<file path="config.mk">
export PLATFORM = sky130hd
export DESIGN_NAME = cq_param
export DESIGN_NICKNAME = d
export VERILOG_FILES = /design/src/rtl/cq_pkg.sv /design/src/rtl/cq_ptr.sv /design/src/rtl/cq_param.sv
export SDC_FILE = /design/constraint.sdc
export NUM_CORES = 1
export LEC_CHECK = 0
export CAP_MARGIN = 20
export CORE_MARGIN = 2
export CORE_UTILIZATION = 40
export DETAILED_ROUTE_END_ITERATION = 10
export PLACE_DENSITY = 0.63
export REMOVE_ABC_BUFFERS = 1
export SLEW_MARGIN = 25
export SYNTH_ARGS = -nofsm -noshare
export SYNTH_HDL_FRONTEND = slang
export SYNTH_SLANG_ARGS = --single-unit
</file>
<file path="constraint.sdc">
create_clock -name clk -period 8.8 [get_ports clk]
set_input_delay 2.2 -clock clk [delete_from_list [all_inputs] [get_ports clk]]
set_output_delay 2.2 -clock clk [all_outputs]
set_load 0.01 [all_outputs]
</file>
<file path="src/rtl/cq_pkg.sv">
`default_nettype none
// ============================================================================
// Module      : cq_pkg
// Description : Shared defaults and width helper for the cq_param queue.
// Revision    : 1.0 - initial release
// ============================================================================
package cq_pkg;

    localparam int c_default_width = 16;
    localparam int c_default_depth = 8;

    // Bits needed to encode values 0..value-1; returns 0 for value <= 1.
    function automatic int cq_clog2(input int value);
        int result;
        result = 0;
        for (int v = value - 1; v > 0; v = v >> 1) begin
            result = result + 1;
        end
        return result;
    endfunction

endpackage : cq_pkg
`default_nettype wire

</file>
<file path="src/rtl/cq_ptr.sv">
`default_nettype none
// ============================================================================
// Module      : cq_ptr
// Description : Modulo-DEPTH pointer with increment and synchronous clear.
// Revision    : 1.0 - initial release
// ============================================================================
module cq_ptr
    import cq_pkg::*;
#(
    parameter int DEPTH = c_default_depth,
    parameter int PW    = cq_clog2(DEPTH)
) (
    input  logic          clk,
    input  logic          reset,
    input  logic          clr,
    input  logic          inc,
    output logic [PW-1:0] ptr
);

    localparam logic [PW-1:0] c_LAST = PW'(DEPTH - 1);

    logic [PW-1:0] r_ptr;
    logic [PW-1:0] w_ptr_next;

    // Explicit compare so non-power-of-two depths wrap correctly.
    always_comb begin
        w_ptr_next = r_ptr + PW'(1);
        if (r_ptr == c_LAST) begin
            w_ptr_next = '0;
        end
    end

    always_ff @(posedge clk) begin
        if (reset || clr) begin
            r_ptr <= '0;
        end else if (inc) begin
            r_ptr <= w_ptr_next;
        end
    end

    assign ptr = r_ptr;

endmodule : cq_ptr
`default_nettype wire

</file>
<file path="src/rtl/cq_param.sv">
`default_nettype none
// ============================================================================
// Module      : cq_param
// Description : Parameterised synchronous circular queue with registered
//               read data, occupancy count and threshold flags.
// Revision    : 1.0 - initial release
// ============================================================================
module cq_param
    import cq_pkg::*;
#(
    parameter int WIDTH    = c_default_width,
    parameter int DEPTH    = c_default_depth,
    parameter int AF_LEVEL = DEPTH - 2,
    parameter int AE_LEVEL = 2
) (
    input  logic                           clk,
    input  logic                           reset,
    input  logic                           clear,
    input  logic                           wr,
    input  logic                           rd,
    input  logic [WIDTH-1:0]               din,
    output logic [WIDTH-1:0]               dout,
    output logic                           rd_valid,
    output logic                           empty,
    output logic                           full,
    output logic                           almost_empty,
    output logic                           almost_full,
    output logic [cq_clog2(DEPTH+1)-1:0]   count,
    output logic                           overflow,
    output logic                           underflow
);

    localparam int PW = cq_clog2(DEPTH);
    localparam int CW = cq_clog2(DEPTH + 1);

    logic [WIDTH-1:0] r_mem [DEPTH];
    logic [WIDTH-1:0] r_dout;
    logic             r_rd_valid;
    logic             r_overflow;
    logic             r_underflow;
    logic [CW-1:0]    r_count;

    logic [PW-1:0]    w_wr_ptr;
    logic [PW-1:0]    w_rd_ptr;
    logic             w_empty;
    logic             w_full;
    logic             w_wr_ok;
    logic             w_rd_ok;

    // Flags decode from the registered count only.
    assign w_empty = (r_count == '0);
    assign w_full  = (r_count == CW'(DEPTH));

    // A full queue still accepts a write when a read frees a slot the same edge.
    assign w_wr_ok = !reset && !clear && wr && (!w_full || rd);
    assign w_rd_ok = !reset && !clear && rd && !w_empty;

    cq_ptr #(
        .DEPTH (DEPTH),
        .PW    (PW)
    ) wr_ptr (
        .clk   (clk),
        .reset (reset),
        .clr   (clear),
        .inc   (w_wr_ok),
        .ptr   (w_wr_ptr)
    );

    cq_ptr #(
        .DEPTH (DEPTH),
        .PW    (PW)
    ) rd_ptr (
        .clk   (clk),
        .reset (reset),
        .clr   (clear),
        .inc   (w_rd_ok),
        .ptr   (w_rd_ptr)
    );

    // Storage is deliberately left out of reset.
    always_ff @(posedge clk) begin
        if (w_wr_ok) begin
            r_mem[w_wr_ptr] <= din;
        end
    end

    always_ff @(posedge clk) begin
        if (reset) begin
            r_dout      <= '0;
            r_rd_valid  <= 1'b0;
            r_overflow  <= 1'b0;
            r_underflow <= 1'b0;
            r_count     <= '0;
        end else if (clear) begin
            r_rd_valid  <= 1'b0;
            r_overflow  <= 1'b0;
            r_underflow <= 1'b0;
            r_count     <= '0;
        end else begin
            r_rd_valid  <= w_rd_ok;
            r_overflow  <= wr && !w_wr_ok;
            r_underflow <= rd && !w_rd_ok;
            if (w_rd_ok) begin
                r_dout <= r_mem[w_rd_ptr];
            end
            case ({w_wr_ok, w_rd_ok})
                2'b10:   r_count <= r_count + CW'(1);
                2'b01:   r_count <= r_count - CW'(1);
                default: r_count <= r_count;
            endcase
        end
    end

    assign dout         = r_dout;
    assign rd_valid     = r_rd_valid;
    assign overflow     = r_overflow;
    assign underflow    = r_underflow;
    assign count        = r_count;
    assign empty        = w_empty;
    assign full         = w_full;
    assign almost_empty = (r_count <= CW'(AE_LEVEL));
    assign almost_full  = (r_count >= CW'(AF_LEVEL));

endmodule : cq_param
`default_nettype wire

</file>
==> impl_metrics.toml, run 1 <==
[global_route]
groute.usage.overall_pct = 15.1
gr-total-overflow = 0
grt_pass1_wl_mm = 18.0
antenna_found_initial = 0
grt_pass1_vias = 3237
grt_start_max_net_pins = 36

[floorplan]
start_util_pct = 41.3
die_w_um = 127
dieArea_um2 = 16100
core_um2 = 14600
io_pins = 48
num_rows = 44
die_y_um = 127

[power]
ir_worst_vdd_v = 0.000160
p_leak_nw = 2.45
p_per_area_nw_per_um2 = 221
design_power_total_mw = 1.64

[clock_tree]
cts_setup_buffers = 0
cts_hold_buf = 0
path_clk_slew_ns = 0.06
cts_sinks = 157
worstSkewPairLatency_ns = 0.42
cts.path.max_buffers = 2
cts.htree.levels = 4
cts-resized-gates = 0
tritoncts = "done"
cts-root-buf = "clkbuf_16"
cts_buffers = 17

[synthesis]
synthCells = 328
synthesis.area_um2 = 6050
synthTopCellsByArea = "edfxtp_1 (64%), mux4_2 (12%), dfxtp_1 (9.6%)"
synth-edff-count = 128
synth_warnings = 0
synthDistinctLibCells = 40
synthArstFlopShare_pct = 0
ys_seq_elements = 157
yosysSeqAreaShare_pct = 73.1
avgSynthCellArea_um2 = 18.4
synth_top_area_cell = "edfxtp_1"
synth_ff_type = "edfxtp_1"
synth.top_cell.area_share_pct = 63.5

[critical_path]
r2r_setup_slack_ns = 5.82
worstSetupPathType = "in -> reg"
cp.arrival_ns = 5.15
critPathCaptureType = "flop"
path_max_fanout = 12
critPathLaunchType = "input port"
required_ns = 9.14

[final_layout]
syn_to_final_growth_pct = 22.5
final_cells = 585
final_common_cell = "edfxtp_1"
drive_gt1_share_pct = 23.4
multi_input_area_um2 = 1530
seqCellArea_um2 = 4430
final_core_utilization_pct = 50.6
post-route-cell-area_um2 = 7410
antenna_cells = 0
final_nets = 416
most-common-layout-cells = "edfxtp_1 (128), clkdlybuf4s50_1 (47), nand2_1 (39)"
fillers = 1193

[placement]
gp_congestion = 0.689
io_buffers = 47
place_ws_ns = 3.57
place_area_um2 = 6760
dpl.cell_count = 553
hpwl_mm = 6.83

[worst_hold_path]
hp-class = "reg -> reg"

[timing]
drv_slew = 0
max_freq_mhz = 208
rsz0062_at_grt = "false"
finalSetupTns_ns = 0
period_share_pct = 54.7
hold_violations = 0
slew_headroom_pct = 37.0
worstMarginPinSlew_ns = 0.942
fin_crit_ns = 4.81
setup_viol = 0
layout_setup_ws_ns = 3.99
holdWs_ns = 0.435
fin_skew_ns = 0.00697

[drt]
wirelength_mm = 11.4
vias = 3070
detail-route-antenna-nets = 0
wl_per_cell_um = 19.5
viasPerCell = 5.25
first_iter_violations = 173
post-route-drc-count = 0
dr.pass1.iters = 4

[run_status]
status = "complete, no violations"

[flow_run]
cap_violations = 0
## report_power, final
group | internal [mW] | leakage [nW] | switching [mW]
combinational | 0.0157 | 0.749 | 0.0207
clock | 0.518 | 0.317 | 0.278
sequential | 0.807 | 1.39 | 0.00221
total | 1.34 | 2.45 | 0.301
## path summary, 6_finish.rpt
kind | start | endpoint | depth (start not counted)
worst max-delay path | reset | count[2] | 10
worst min register to register | dout[3] | dout[3] | 2
worst max register to register | count[1] | count[2] | 9
worst min-delay path | dout[3] | dout[3] | 2
## cell usage after synthesis (all sizes together), types with 2 or more instances
master,count
o21ai,5
mux4,32
mux2i,2
a21oi,3
inv,7
or3,2
ha,7
nand3,5
buf,10
a22oi,16
nand2,39
dfxtp,29
o211ai,2
nor2,8
clkbuf,6
nand2b,2
edfxtp,128
xor2,3
nor3,6
## metal layers
layer / GRT usage [%] / routed length (um) / up-vias
li1: - / - / 1423
met1: 19.4 / 5150 / 1582
met2: 25.0 / 5810 / 56
met3: 3.73 / 337 / 9
met4: 6.01 / 95 / 0
met5: 0 / 0 / -
## state kept, by name, summed over array words and instances (netlist names)
name and flops:
wr_ptr.ptr 3, rd_ptr.ptr 3, underflow 1, dout 16, rd_valid 1, r_mem 128
count 4, overflow 1
## critical path, stage by stage
cell,delay (ns)
clkdlybuf4s50_1,0.49
nor2_1,0.59
o211ai_2,0.41
ha_1,0.39
xor2_1,0.17
ha_1,0.19
a21oi_1,0.14
xor2_1,0.09
or3_1,0.31
a21oi_1,0.16
## cells by family (layout without fill, tap and decap cells)
| family | Yosys count | after routing | share of synthesized area (%) |
|---|---|---|---|
| AND/OR/NAND/NOR | 72 | 72 | 5.87 |
| multiplexers | 34 | 34 | 12.2 |
| flip-flops | 157 | 157 | 73.1 |
| buffers and inverters | 23 | 96 | 2.05 |
| XOR/XNOR | 3 | 3 | 0.434 |
| adder cells (fa/ha/maj) | 7 | 7 | 1.45 |
| AO/OA/AOI/OAI | 32 | 32 | 4.82 |
## cell type report
type,instances,area share [%]
Clock inverter,11,2.57
Multi-Input combinational cell,148,20.7
Tap cell,184,3.11
Inverter,7,0.354
Clock buffer,21,6.21
Sequential cell,157,59.7
Timing Repair Buffer,57,7.36
No activity file was read; power rests on OpenSTA's default activity.
==> inputs of run 2 (changes only) <==
==> constraint.sdc (replaced) <==
create_clock -name clk -period 4.6 [get_ports clk]
set_input_delay 1.15 -clock clk [delete_from_list [all_inputs] [get_ports clk]]
set_output_delay 1.15 -clock clk [all_outputs]
set_load 0.01 [all_outputs]
==> run 2 against run 1 <==
Effect of this change: die area unchanged; utilization about the same; final cell count up 0.85%; sequential power up 92%; critical endpoint unchanged; highest routed layer unchanged; register-to-register slack worse by 4.3 ns; routed wire length down 1.3%; sequential share of layout area about the same.
==> impl_metrics.toml, run 2 (synthesis results as in run 1) <==
[placement]
place_ws_ns = 0.749
place_area_um2 = 6790
hpwl_mm = 6.84
io_buffers = 47
dpl.cell_count = 558
gp_congestion = 0.687

[final_layout]
final_nets = 421
final_common_cell = "edfxtp_1"
drive_gt1_share_pct = 25.1
antenna_cells = 0
largest_register = "r_mem"
largest_reg_flops = 128
most-common-layout-cells = "edfxtp_1 (128), clkdlybuf4s50_1 (47), nand2_1 (39)"
post-route-cell-area_um2 = 7420
syn_to_final_growth_pct = 22.6
final_cells = 590
final_core_utilization_pct = 50.6

[drt]
wirelength_mm = 11.2
viasPerCell = 5.22
wl_per_cell_um = 19.0
first_iter_violations = 244
vias = 3079
dr.pass1.iters = 4
post-route-drc-count = 0
detail-route-antenna-nets = 0

[power]
design_power_total_mw = 3.06
p_clk_share_pct = 47.2
ir_worst_vdd_v = 0.000262
netSwitchingFraction_pct = 19.0
seqPwrFrac_pct = 50.5
combPwrFrac_pct = 2.2
p_per_area_nw_per_um2 = 413
p_switching_mw = 0.583
p_int_mw = 2.48
p_leak_nw = 2.46

[timing]
worstMarginPinSlew_ns = 0.791
hold_violations = 0
period_share_pct = 75.1
rsz0062_at_grt = "false"
holdWs_ns = 0.432
layout_setup_ws_ns = 1.14
fin_crit_ns = 3.46
finalSetupTns_ns = 0
max_freq_mhz = 289
drv_slew = 0
fin_skew_ns = 0.00668
setup_viol = 0
slew_headroom_pct = 47.3

[clock_tree]
cts.path.max_buffers = 2
tritoncts = "done"
path_clk_slew_ns = 0.06
cts_buffers = 17
cts_sinks = 157
cts-root-buf = "clkbuf_16"
cts_hold_buf = 0
worstSkewPairLatency_ns = 0.42
cts-resized-gates = 0
cts.htree.levels = 4
cts_setup_buffers = 0

[run_status]
status = "complete, no violations"

[floorplan]
core_um2 = 14600
start_util_pct = 41.3
dieArea_um2 = 16100
die_y_um = 127
num_rows = 44
die_w_um = 127
io_pins = 48

[global_route]
grt_start_max_net_pins = 24
grt_pass1_vias = 3228
grt_pass1_wl_mm = 18.1
gr-total-overflow = 0
antenna_found_initial = 0
groute.usage.overall_pct = 15.3

[worst_hold_path]
hp-class = "reg -> reg"

[critical_path]
path_max_fanout = 8
critPathCaptureType = "flop"
cp.arrival_ns = 3.81
required_ns = 4.95
critPathLaunchType = "input port"
worstSetupPathType = "in -> reg"

[flow_run]
cap_violations = 0
## run 2: changes by cell type in the layout (fill, tap and decap cells not counted), sizes merged
cell	previous run	this run
clkbuf	21	17
clkinvlp	1	4
bufinv	5	4
inv	7	8
buf	10	15
clkinv	5	6
## run 2: per-layer routing
metal	track usage [%]	up-vias	wire (um)
li1	-	1435	-
met1	19.7	1586	4990
met2	25.2	49	5780
met3	5.15	9	356
met4	4.27	0	109
met5	0	-	0
## run 2: path summary, 6_finish.rpt
check	to	startpoint	cells after the start	slack, ns
setup / recovery	count[2]	reset	12	1.14
hold / removal	dout[14]	dout[14]	2	0.43
setup reg to reg	count[2]	count[1]	9	1.57
hold reg to reg	dout[14]	dout[14]	2	0.43
## run 2: final cells by class
| class | instances | area (um2) |
|---|---|---|
| clock inverters | 15 | 196 |
| multi-input cells | 148 | 1530 |
| clock buffers | 17 | 425 |
| repair buffers | 62 | 583 |
| fillers | 1200 | 7230 |
| flip-flops and latches | 157 | 4430 |
| well taps | 184 | 230 |
| inverters | 7 | 26.3 |
## run 2: worst max-delay path, stage by stage
cell             delay (ns)
clkdlybuf4s50_1        0.49
nor2_1                 0.30
buf_4                  0.22
nand3_1                0.16
inv_1                  0.19
ha_1                   0.28
xor2_1                 0.17
ha_1                   0.17
a21oi_1                0.05
xor2_1                 0.16
or3_1                  0.32
a21oi_1                0.14
## run 2: power groups by stage
stage | Combinational (mW) | Sequential [mW] | Clock (mW)
floorplan | 0.0223 | 1.58 | 0
global placement | 0.0668 | 1.58 | 0
detailed placement | 0.0689 | 1.58 | 0
CTS | 0.0692 | 1.55 | 1.48
global route | 0.0747 | 1.55 | 1.55
finish | 0.0677 | 1.55 | 1.45
==> inputs of run 3 (changes only) <==
--- a/config.mk
+++ b/config.mk
@@ -9,7 +9,7 @@
 export CORE_MARGIN = 2
 export CORE_UTILIZATION = 40
 export DETAILED_ROUTE_END_ITERATION = 10
-export PLACE_DENSITY = 0.63
+export PLACE_DENSITY = 0.66
 export REMOVE_ABC_BUFFERS = 1
 export SLEW_MARGIN = 25
 export SYNTH_ARGS = -nofsm -noshare
==> constraint.sdc (replaced) <==
create_clock -name clk -period 3.1 [get_ports clk]
set_input_delay 0.775 -clock clk [delete_from_list [all_inputs] [get_ports clk]]
set_output_delay 0.775 -clock clk [all_outputs]
set_load 0.01 [all_outputs]
==> run 3 against run 2 <==
Effect of this change: flip-flop and latch count is the same; final cell count grew 1.7%; register-to-register slack lost 1.1 ns.
==> impl_metrics.toml, run 3 (synthesis results as in run 1) <==
[clock_tree]
tritoncts = "done"
cts_setup_buffers = 0
worstSkewPairLatency_ns = 0.42
cts_sinks = 157
cts-root-buf = "clkbuf_16"
cts_hold_buf = 0
path_clk_slew_ns = 0.06
cts-resized-gates = 0
cts_buffers = 17
cts.path.max_buffers = 2
cts.htree.levels = 4

[critical_path]
required_ns = 2.32
max_stage_delay_ns = 0.59
crit_path_cell_trace = "or4_4 > inv_1 > clkdlybuf4s50_1"
cp.arrival_ns = 2.17
critPathLaunchType = "flop"
path_max_fanout = 9
worstSetupPathType = "reg -> out"
critPathCaptureType = "output pin"
reg2reg_depth = 9
slowest_stage = "or4_4"

[floorplan]
die_y_um = 127
dieArea_um2 = 16100
die_w_um = 127
io_pins = 48
start_util_pct = 41.3
num_rows = 44
core_um2 = 14600

[global_route]
gr-total-overflow = 0
grt_pass1_vias = 3273
groute.usage.overall_pct = 15.3
antenna_found_initial = 0
grt_pass1_wl_mm = 17.9
grt_start_max_net_pins = 21

[power]
p_per_area_nw_per_um2 = 616
combPwrFrac_pct = 2.3
netSwitchingFraction_pct = 19.0
ir_worst_vdd_v = 0.000407
p_int_mw = 3.76
p_switching_mw = 0.883
seqPwrFrac_pct = 49.4
design_power_total_mw = 4.65
p_clk_share_pct = 48.3
p_leak_nw = 2.53

[timing]
max_freq_mhz = 339
fin_skew_ns = 0.00739
slew_headroom_pct = 43.1
period_share_pct = 95.1
hold_violations = 0
rsz0062_at_grt = "false"
finalSetupTns_ns = 0
worstMarginPinSlew_ns = 0.853
holdWs_ns = 0.434
fin_crit_ns = 2.95
setup_viol = 0
drv_slew = 0

[drt]
wirelength_mm = 11.5
first_iter_violations = 171
wl_per_cell_um = 19.2
dr.pass1.iters = 4
viasPerCell = 5.20
detail-route-antenna-nets = 0
vias = 3118
post-route-drc-count = 0

[final_layout]
post-route-cell-area_um2 = 7540
seqCellArea_um2 = 4430
antenna_cells = 0
largest_reg_flops = 128
largest_register = "r_mem"
final_core_utilization_pct = 51.5
fillers = 1187
final_nets = 431
drive_gt1_share_pct = 26.2
syn_to_final_growth_pct = 24.6
multi_input_area_um2 = 1530
final_common_cell = "edfxtp_1"
most-common-layout-cells = "edfxtp_1 (128), clkdlybuf4s50_1 (47), nand2_1 (39)"

[placement]
place_area_um2 = 6890
io_buffers = 47
gp_congestion = 0.771
hpwl_mm = 7.15

[worst_hold_path]
hold_depth = 2
hp-class = "reg -> reg"

[flow_run]
cap_violations = 0

[run_status]
status = "complete, no violations"
[run 3: changes by cell type in the layout (fill, tap and decap cells not counted)]
cell | previous run | this run
buf_4 | 15 | 23
clkinv_2 | 4 | 1
buf_12 | 0 | 2
clkinv_1 | 0 | 2
bufinv_16 | 4 | 5
clkinv_4 | 2 | 3
clkinvlp_4 | 4 | 3
dfxtp_1 | 27 | 28
dfxtp_2 | 2 | 1
[run 3: critical path, delay by kind of cell (launching register included)]
kind	cells	cell delay [ns]
buf+inv	2	0.77
simple gates	1	0.59
flops	1	0.40
[run 3: final timing paths]
kind	slack (ns)	start	end
max	0.15	count[0]	empty
min	0.43	dout[12]	dout[12]
max reg2reg	0.49	count[1]	count[2]
min reg2reg	0.43	dout[12]	dout[12]
[run 3: power by group through the flow]
stage	logic, mW	registers, mW	clock network (mW)
after floorplan	0.0330	2.34	0
after detailed placement	0.106	2.34	0
after global routing	0.116	2.30	2.37
final	0.106	2.30	2.24
after CTS	0.108	2.30	2.28
after global placement	0.103	2.34	0
[run 3: metrics by stage]
| step | instances | worst slack (ns) |
|---|---|---|
| after floorplan | 312 | -0.486 |
| after global placement | 568 | 0.207 |
| after detailed placement | 568 | 0.0899 |
| after CTS | 600 | 0.131 |
| after global routing | 600 | 0.0831 |
| final | 600 | 0.152 |
[run 3: metal layers]
layer  vias to the layer above  share of wire (%)  track usage (%)  wire, um
met5                         -                  0                0         0
met4                         0                2.1             6.53       243
met3                        19                4.5             3.94       519
met2                        66                 51             25.5      5840
met1                      1581                 43             19.3      4930
li1                       1452                  -                -         -
[run 3: layout make-up]
| type | count | area share (%) |
|---|---|---|
| Sequential cell | 157 | 58.7 |
| Clock buffer | 17 | 5.64 |
| Multi-Input combinational cell | 148 | 20.3 |
| Timing Repair Buffer | 72 | 9.06 |
| Tap cell | 184 | 3.05 |
| Inverter | 7 | 0.349 |
| Clock inverter | 15 | 2.92 |
